==> src/rtl/dcache_axi_bridge_if.sv <==
// AXI4 channel bundle between the dcache miss-path bridge (master) and the interconnect (slave).
interface dcache_axi_bridge_if;
  logic [31:0] araddr;
  logic [7:0]  arlen;
  logic [2:0]  arsize;
  logic [1:0]  arburst;
  logic [3:0]  arid;
  logic        arvalid;
  logic        arready;

  logic [31:0] rdata;
  logic [1:0]  rresp;
  logic        rlast;
  logic        rvalid;
  logic        rready;

  logic [31:0] awaddr;
  logic [7:0]  awlen;
  logic [2:0]  awsize;
  logic [1:0]  awburst;
  logic [3:0]  awid;
  logic        awvalid;
  logic        awready;

  logic [31:0] wdata;
  logic [3:0]  wstrb;
  logic        wlast;
  logic        wvalid;
  logic        wready;

  logic [1:0]  bresp;
  logic        bvalid;
  logic        bready;

  modport master (
    output araddr, arlen, arsize, arburst, arid, arvalid, input arready,
    input  rdata, rresp, rlast, rvalid, output rready,
    output awaddr, awlen, awsize, awburst, awid, awvalid, input awready,
    output wdata, wstrb, wlast, wvalid, input wready,
    input  bresp, bvalid, output bready
  );

  modport slave (
    input  araddr, arlen, arsize, arburst, arid, arvalid, output arready,
    output rdata, rresp, rlast, rvalid, input rready,
    input  awaddr, awlen, awsize, awburst, awid, awvalid, output awready,
    input  wdata, wstrb, wlast, wvalid, output wready,
    output bresp, bvalid, input bready
  );
endinterface

==> src/rtl/dcache_axi_bridge.sv <==
// Dcache miss-path AXI master: line fills, dirty write-backs and uncached single-word accesses.
module dcache_axi_bridge #(
  parameter logic [3:0]  AXI_ID     = 4'd1,
  parameter int unsigned LINE_WORDS = 8
) (
  input  logic                       clk,
  input  logic                       rst,
  input  logic                       ca_rreq_i,
  input  logic                       ca_wreq_i,
  input  logic                       uc_rreq_i,
  input  logic                       uc_wreq_i,
  input  logic [31:0]                addr_i,
  input  logic [3:0]                 wen_i,
  input  logic [31:0]                wdata_i,
  input  logic [LINE_WORDS*32-1:0]   line_wdata_i,
  output logic                       rend_o,
  output logic                       wend_o,
  output logic [LINE_WORDS*32-1:0]   line_rdata_o,
  output logic                       busy_o,
  dcache_axi_bridge_if.master        axi
);

  localparam int unsigned CW = $clog2(LINE_WORDS);
  localparam int unsigned OW = CW + 2;

  typedef enum logic [2:0] {
    S_IDLE, S_AR, S_R, S_DONE_R, S_AW, S_W, S_B, S_DONE_W
  } state_e;

  state_e          state_q, state_d;
  logic [31:0]     addr_q;
  logic [3:0]      wen_q;
  logic [31:0]     wdata_q;
  logic [31:0]     line_w_q [LINE_WORDS];
  logic [31:0]     line_r_q [LINE_WORDS];
  logic            uc_q;
  logic [CW-1:0]   cnt_q;
  logic            accept, acc_uc, acc_rd;
  logic [CW-1:0]   rslot;

  // Priority uc_r > uc_w > ca_r > ca_w folds into two select bits.
  always_comb begin
    accept = (state_q == S_IDLE) & (ca_rreq_i | ca_wreq_i | uc_rreq_i | uc_wreq_i);
    acc_uc = uc_rreq_i | uc_wreq_i;
    acc_rd = uc_rreq_i | (~uc_wreq_i & ca_rreq_i);
    rslot  = uc_q ? addr_q[OW-1:2] : cnt_q;
  end

  always_comb begin
    state_d = state_q;
    unique case (state_q)
      S_IDLE:   if (accept) state_d = acc_rd ? S_AR : S_AW;
      S_AR:     if (axi.arready) state_d = S_R;
      S_R:      if (axi.rvalid && axi.rlast) state_d = S_DONE_R;
      S_DONE_R: state_d = S_IDLE;
      S_AW:     if (axi.awready) state_d = S_W;
      S_W:      if (axi.wready && axi.wlast) state_d = S_B;
      S_B:      if (axi.bvalid) state_d = S_DONE_W;
      S_DONE_W: state_d = S_IDLE;
      default:  state_d = S_IDLE;
    endcase
  end

  always_comb begin
    axi.araddr  = uc_q ? addr_q : {addr_q[31:OW], {OW{1'b0}}};
    axi.arlen   = uc_q ? '0 : 8'(LINE_WORDS - 1);
    axi.arsize  = 3'd2;
    axi.arburst = 2'b01;
    axi.arid    = AXI_ID;
    axi.arvalid = (state_q == S_AR);
    axi.rready  = (state_q == S_R);
    axi.awaddr  = uc_q ? addr_q : {addr_q[31:OW], {OW{1'b0}}};
    axi.awlen   = uc_q ? '0 : 8'(LINE_WORDS - 1);
    axi.awsize  = 3'd2;
    axi.awburst = 2'b01;
    axi.awid    = AXI_ID;
    axi.awvalid = (state_q == S_AW);
    axi.wdata   = uc_q ? wdata_q : line_w_q[cnt_q];
    axi.wstrb   = uc_q ? wen_q : 4'hF;
    axi.wlast   = uc_q | (cnt_q == CW'(LINE_WORDS - 1));
    axi.wvalid  = (state_q == S_W);
    axi.bready  = (state_q == S_B);
    rend_o      = (state_q == S_DONE_R);
    wend_o      = (state_q == S_DONE_W);
    busy_o      = (state_q != S_IDLE);
  end

  always_comb begin
    line_rdata_o = '0;
    for (int unsigned k = 0; k < LINE_WORDS; k++) line_rdata_o[32*k +: 32] = line_r_q[k];
  end

  always_ff @(posedge clk) begin
    if (rst) begin
      state_q  <= S_IDLE;
      addr_q   <= '0;
      wen_q    <= '0;
      wdata_q  <= '0;
      uc_q     <= 1'b0;
      cnt_q    <= '0;
      line_w_q <= '{default: '0};
      line_r_q <= '{default: '0};
    end else begin
      state_q <= state_d;
      if (accept) begin
        addr_q  <= addr_i;
        wen_q   <= wen_i;
        wdata_q <= wdata_i;
        uc_q    <= acc_uc;
        cnt_q   <= '0;
        for (int unsigned k = 0; k < LINE_WORDS; k++) line_w_q[k] <= line_wdata_i[32*k +: 32];
      end
      if (state_q == S_R && axi.rvalid) begin
        line_r_q[rslot] <= axi.rdata;
        cnt_q           <= cnt_q + CW'(1);
      end
      if (state_q == S_W && axi.wready) cnt_q <= cnt_q + CW'(1);
    end
  end

endmodule

==> src/flat_wrapper.sv <==
// flat-port wrapper written by rule: the top's interface ports become plain ports
module dcache_axi_bridge_flat 
#(
  parameter logic [3:0]  AXI_ID     = 4'd1,
  parameter int unsigned LINE_WORDS = 8
)
  (clk, rst, ca_rreq_i, ca_wreq_i, uc_rreq_i, uc_wreq_i, addr_i, wen_i, wdata_i, line_wdata_i, rend_o, wend_o, line_rdata_o, busy_o, axi_araddr, axi_arlen, axi_arsize, axi_arburst, axi_arid, axi_arvalid, axi_arready, axi_rdata, axi_rresp, axi_rlast, axi_rvalid, axi_rready, axi_awaddr, axi_awlen, axi_awsize, axi_awburst, axi_awid, axi_awvalid, axi_awready, axi_wdata, axi_wstrb, axi_wlast, axi_wvalid, axi_wready, axi_bresp, axi_bvalid, axi_bready);
  dcache_axi_bridge_if axi_i ();
  input  logic clk;
  input  logic rst;
  input  logic ca_rreq_i;
  input  logic ca_wreq_i;
  input  logic uc_rreq_i;
  input  logic uc_wreq_i;
  input  logic [31:0] addr_i;
  input  logic [3:0] wen_i;
  input  logic [31:0] wdata_i;
  input  logic [LINE_WORDS*32-1:0] line_wdata_i;
  output logic rend_o;
  output logic wend_o;
  output logic [LINE_WORDS*32-1:0] line_rdata_o;
  output logic busy_o;
  output wire logic [$bits(axi_i.araddr)-1:0] axi_araddr;
  output wire logic [$bits(axi_i.arlen)-1:0] axi_arlen;
  output wire logic [$bits(axi_i.arsize)-1:0] axi_arsize;
  output wire logic [$bits(axi_i.arburst)-1:0] axi_arburst;
  output wire logic [$bits(axi_i.arid)-1:0] axi_arid;
  output wire logic [$bits(axi_i.arvalid)-1:0] axi_arvalid;
  input wire logic [$bits(axi_i.arready)-1:0] axi_arready;
  input wire logic [$bits(axi_i.rdata)-1:0] axi_rdata;
  input wire logic [$bits(axi_i.rresp)-1:0] axi_rresp;
  input wire logic [$bits(axi_i.rlast)-1:0] axi_rlast;
  input wire logic [$bits(axi_i.rvalid)-1:0] axi_rvalid;
  output wire logic [$bits(axi_i.rready)-1:0] axi_rready;
  output wire logic [$bits(axi_i.awaddr)-1:0] axi_awaddr;
  output wire logic [$bits(axi_i.awlen)-1:0] axi_awlen;
  output wire logic [$bits(axi_i.awsize)-1:0] axi_awsize;
  output wire logic [$bits(axi_i.awburst)-1:0] axi_awburst;
  output wire logic [$bits(axi_i.awid)-1:0] axi_awid;
  output wire logic [$bits(axi_i.awvalid)-1:0] axi_awvalid;
  input wire logic [$bits(axi_i.awready)-1:0] axi_awready;
  output wire logic [$bits(axi_i.wdata)-1:0] axi_wdata;
  output wire logic [$bits(axi_i.wstrb)-1:0] axi_wstrb;
  output wire logic [$bits(axi_i.wlast)-1:0] axi_wlast;
  output wire logic [$bits(axi_i.wvalid)-1:0] axi_wvalid;
  input wire logic [$bits(axi_i.wready)-1:0] axi_wready;
  input wire logic [$bits(axi_i.bresp)-1:0] axi_bresp;
  input wire logic [$bits(axi_i.bvalid)-1:0] axi_bvalid;
  output wire logic [$bits(axi_i.bready)-1:0] axi_bready;
  assign axi_araddr = axi_i.araddr;
  assign axi_arlen = axi_i.arlen;
  assign axi_arsize = axi_i.arsize;
  assign axi_arburst = axi_i.arburst;
  assign axi_arid = axi_i.arid;
  assign axi_arvalid = axi_i.arvalid;
  assign axi_i.arready = axi_arready;
  assign axi_i.rdata = axi_rdata;
  assign axi_i.rresp = axi_rresp;
  assign axi_i.rlast = axi_rlast;
  assign axi_i.rvalid = axi_rvalid;
  assign axi_rready = axi_i.rready;
  assign axi_awaddr = axi_i.awaddr;
  assign axi_awlen = axi_i.awlen;
  assign axi_awsize = axi_i.awsize;
  assign axi_awburst = axi_i.awburst;
  assign axi_awid = axi_i.awid;
  assign axi_awvalid = axi_i.awvalid;
  assign axi_i.awready = axi_awready;
  assign axi_wdata = axi_i.wdata;
  assign axi_wstrb = axi_i.wstrb;
  assign axi_wlast = axi_i.wlast;
  assign axi_wvalid = axi_i.wvalid;
  assign axi_i.wready = axi_wready;
  assign axi_i.bresp = axi_bresp;
  assign axi_i.bvalid = axi_bvalid;
  assign axi_bready = axi_i.bready;
  dcache_axi_bridge #(.AXI_ID(AXI_ID), .LINE_WORDS(LINE_WORDS)) u_core (.clk(clk), .rst(rst), .ca_rreq_i(ca_rreq_i), .ca_wreq_i(ca_wreq_i), .uc_rreq_i(uc_rreq_i), .uc_wreq_i(uc_wreq_i), .addr_i(addr_i), .wen_i(wen_i), .wdata_i(wdata_i), .line_wdata_i(line_wdata_i), .rend_o(rend_o), .wend_o(wend_o), .line_rdata_o(line_rdata_o), .busy_o(busy_o), .axi(axi_i));
endmodule
==> config.mk <==
export PLATFORM = sky130hd
export DESIGN_NAME = dcache_axi_bridge_flat
export DESIGN_NICKNAME = d
export VERILOG_FILES = /design/src/rtl/dcache_axi_bridge_if.sv /design/src/rtl/dcache_axi_bridge.sv /design/src/flat_wrapper.sv
export SDC_FILE = /design/constraint.sdc
export NUM_CORES = 1
export LEC_CHECK = 0
export BUFFER_PORTS_ARGS = -buffer_cell sky130_fd_sc_hd__buf_2
export CORE_ASPECT_RATIO = 1.25
export CORE_MARGIN = 5
export CORE_UTILIZATION = 25
export DETAILED_ROUTE_END_ITERATION = 7
export MAX_ROUTING_LAYER = met4
export PLACE_DENSITY = 0.5
export SYNTH_ARGS = -nofsm -noshare
export SYNTH_HDL_FRONTEND = slang
export SYNTH_SLANG_ARGS = --single-unit
==> constraint.sdc <==
create_clock -name clk -period 4.45 [get_ports clk]
set_input_delay 0.89 -clock clk [delete_from_list [all_inputs] [get_ports clk]]
set_output_delay 0.89 -clock clk [all_outputs]
set_load 0.02 [all_outputs]
==> summary.md <==
| Metric | Value |
|---|---|
| Switching power | ~7.0 mW |
| Tot Pwr | 18.5 mW |
| Netlist cell types | 41 |
| Slew Limit Fails | 0 |
| Main combinational cell family by area after synthesis | multiplexers |
| RSZ-0062 raised after global routing | false |
| # Post-CTS Setup Buffers | 0 |
| CP delay by family, top | flip-flops |
| Area Overhead vs Synth | 27.2% |
| PwrDens | between 600 and 700 nW/µm² |
| Later-pin clock latency in the skew report | 0.60 ns |
| Fin. Hold Viols | 0 |
| Buf+Inv Stages, Crit Path | 2 |
| Adder-cell area share of the yosys netlist | less than 1% |
| CP peak stage delay | 0.98 ns |
| Drt first pass iters | 7 |
| Number of global-route vias before repair | 19500 |
| Min-Delay Path Depth | 2 |
| Core Area | 94600 µm² |
| Crit Path Class | register to primary output |
| Synthesized cell area | 23800 µm² |
| ANT nets after route | 0 |
| Starting Density | approximately a quarter |
| Share of cells above drive strength 1 | 30.2% |
| Mapped Avg Cell Area | 9.02 µm² |
| Worst reg2reg path depth | 5 |
| Reg power frac | 37.0% |
| First-pass GRT wire length | ~130000 µm |
| Tcrit/Tclk final | 85.4% |
| Synth Area in XOR/XNOR | 0% |
| Worst-path cell chain | buf_4 -> mux4_2 -> mux2i_1 -> o21ai_0 -> buf_2 |
| Via density | 4.43 |
| Placed insts | 4355 |
| Hold Path Class | register to register |
| Switching portion of total power | 37.6% |
| I/O Buffers | around 740 |
| Gr usage total | 17.2% |
| CTS Buf Count | 67 |
| Synthesized instance count | 2642 |
| Number of top-level pins | 771 |
| Fillers | between 10000 and 15000 |
| Critical Path Stages | 5 |
| Clock share of power | approximately 30% |
| CTS tree | done |
| Cts hold-fix bufs | 0 |
| CTS sink cnt | approximately 590 |
| Register area share after synthesis | 49.3% |
| DRC Markers | 0 |
| Max VDD drop | 0.000564 V |
| Seq. cell area | 11800 µm² |
| Longest Clk Path Bufs | 3 |
| Leakage | 13.8 nW |
| Die Footprint | 102000 µm² |
| Clk slew on worst S/H paths | approximately 0.060 ns |
| Crit-path slowest cell | dfxtp_4 |
| Synth Area in Compound Gates | roughly 8.4% |
| Post-Synth Simple-Gate Area | 16.0% |
| Root Buffer Master | clkbuf_16 |
| Final WS setup | between 0.6 and 0.7 ns |
| Overflow after GRT | 0 |
| Largest net degree at the start of global routing | roughly 110 |
| Layout Skew | 0.0169 ns |
| Crit end category | primary output |
| Routed length per instance | ~20 µm |
| Multi-input logic area | between 10000 and 15000 µm² |
| Post-CTS sizing | 0 |
| Pint | 11.5 mW |
| Min Tclk post-route | ~3.8 ns |
| Final GP Congestion | ~0.83 |
| Vias | approximately 20000 |
| Num rows | 126 |
| Die height | between 300 and 400 µm |
| Fin nets | 3587 |
| Final std cells w/o fill | 4511 |
| Synthesized flop and latch total | a little under 600 |
| Setup TNS | 0 ns |
| Syn. warnings | 0 |
| Post-Route WL | 90200 µm |
| DP Worst Slack | 1.19 ns |
| Worst setup SP type | register |
| Post-DP HPWL | about 67000 µm |
| Max cap viols | 0 |
| Worst-path maximum fanout | 57 |
| 1st-iter DRT viols | 898 |
| Htree depth | 3 |
| Worst Path Arrival | 2.91 ns |
| Slew margin rel. | 32.7% |
| Die W | 286 µm |
| Status | completed |
| Fraction of synthesized area in multiplexers | 18.3% |
| Endpoints failing setup | 0 |
| Combinational power share | about a third |
| Worst Path Required | 3.56 ns |
| Initial antenna violation count | 40 |
| Max frequency | 263 MHz |
| Worst-margin pin slew | between 1 and 1.5 ns |
cell usage in the layout, fill, tap and decap left out, types with 3 or more instances in the layout:
cell type	n
clkbuf_16	68
and2_1	9
a21oi_1	330
ha_1	7
nand2b_1	7
mux2i_1	289
conb_1	28
clkinv_2	10
mux4_2	64
a211oi_4	4
diode_2	38
inv_1	6
nand3_1	3
buf_4	40
inv_6	5
dfxtp_1	583
bufinv_16	4
nor2_1	264
o21ai_0	34
dfxtp_4	3
buf_12	12
clkbuf_1	10
clkbuf_8	16
nand3b_1	4
nand2_1	682
nor2b_1	5
buf_2	737
worst reg2reg max path, delay by kind of cell (launching register included):
family | cells | cell delay, ns
AND/OR/NAND/NOR | 2 | 0.36
flip-flops | 1 | 0.98
AO/OA/AOI/OAI | 1 | 0.73
multiplexers | 1 | 0.25
buffers and inverters | 1 | 0.56
sequential cells by signal, indices dropped and copies added (netlist names):
name	count
u_core.addr_q	32
u_core.cnt_q	3
u_core.line_rdata_o	256
u_core.line_w_q	256
u_core.state_q	3
u_core.uc_q	1
u_core.wdata_q	32
u_core.wen_q	4
Yosys cell counts:
library cell	n	area (µm²)
a2111oi_0	1	8.76
a211o_1	2	17.5
a211oi_4	4	80.1
a21boi_0	1	7.51
a21o_1	1	7.51
a21oi_1	330	1650
a222oi_1	1	10.0
and2_1	9	56.3
and3_1	1	6.26
and3b_1	1	8.76
buf_1	11	41.3
buf_2	56	280
buf_4	94	706
buf_6	19	214
clkbuf_1	139	522
conb_1	2	7.51
dfxtp_1	587	11800
ha_1	7	87.6
inv_1	6	22.5
mux2_2	2	22.5
mux2i_1	289	2890
mux2i_2	1	13.8
mux4_2	64	1440
nand2_1	682	2560
nand2b_1	7	43.8
nand3_1	3	15.0
nand3b_1	4	30.0
nor2_1	265	995
nor2b_1	5	31.3
nor3_1	2	10.0
nor3b_1	1	7.51
nor4_1	1	6.26
nor4b_1	1	8.76
o211ai_2	2	25.0
o21ai_0	34	170
o21ba_2	1	10.0
o21bai_1	1	7.51
o32ai_1	1	8.76
or2_2	2	12.5
or3b_1	1	8.76
or3b_4	1	11.3
cell families (layout without fill, tap and decap cells):
group | Yosys count | count (layout)
muxes | 356 | 356
buffers and inverters | 325 | 914
other | 2 | 66
AOI/OAI and AO/OA | 379 | 379
DFF | 587 | 587
adders and majority gates | 7 | 7
and+or+nand+nor | 986 | 986
layout make-up:
| class | instances | area share, % |
|---|---|---|
| Sequential cell | 587 | 38.8 |
| Multi-Input combinational cell | 1756 | 34.4 |
| Timing Repair Buffer | 790 | 14.0 |
| Clock buffer | 94 | 6.47 |
| Tap cell | 1216 | 5.02 |
| Clock inverter | 24 | 0.921 |
| Antenna cell | 38 | 0.314 |
| Inverter | 6 | 0.0743 |
power groups by stage:
stage | Sequential [mW] | Combinational [mW] | Clock [mW]
2_1_floorplan | 6.70 | 4.32 | 0
3_3_place_gp | 6.93 | 6.08 | 0
3_5_place_dp | 6.96 | 6.11 | 0
4_1_cts | 6.85 | 6.12 | 5.85
5_1_grt | 6.95 | 6.59 | 6.05
6_report | 6.83 | 5.99 | 5.64
path summary, 6_finish.rpt:
check	start	to	slack (ns)
setup reg to reg	u_core.cnt_q[1]$_SDFFE_PP0P_	u_core.line_rdata_o[38]$_SDFFE_PP0P_	1.42
hold reg to reg	u_core.addr_q[1]$_SDFFE_PP0P_	u_core.addr_q[1]$_SDFFE_PP0P_	0.45
setup / recovery	u_core.cnt_q[1]$_SDFFE_PP0P_	axi_wdata[17]	0.65
hold / removal	u_core.addr_q[1]$_SDFFE_PP0P_	u_core.addr_q[1]$_SDFFE_PP0P_	0.45
stage by stage:
step	util, %	area (µm²)	hold WS, ns
global placement	29.6	28000	0.439
finish	32.0	30300	0.451
CTS	31.9	30200	0.450
detailed placement	29.6	28000	0.442
global route	32.0	30300	0.467
floorplan	-	23900	0.431
layer usage:
layer | vias to the layer above | track usage, % | share of wire [%] | wire length (µm)
met5 | - | - | 0 | 0
met4 | 0 | 6.28 | 3.6 | 3230
met3 | 122 | 5.93 | 8.7 | 7820
met2 | 726 | 28.1 | 48 | 43200
met1 | 9337 | 19.7 | 40 | 35900
li1 | 9800 | - | - | -
Power figures use the tool's default switching activity.
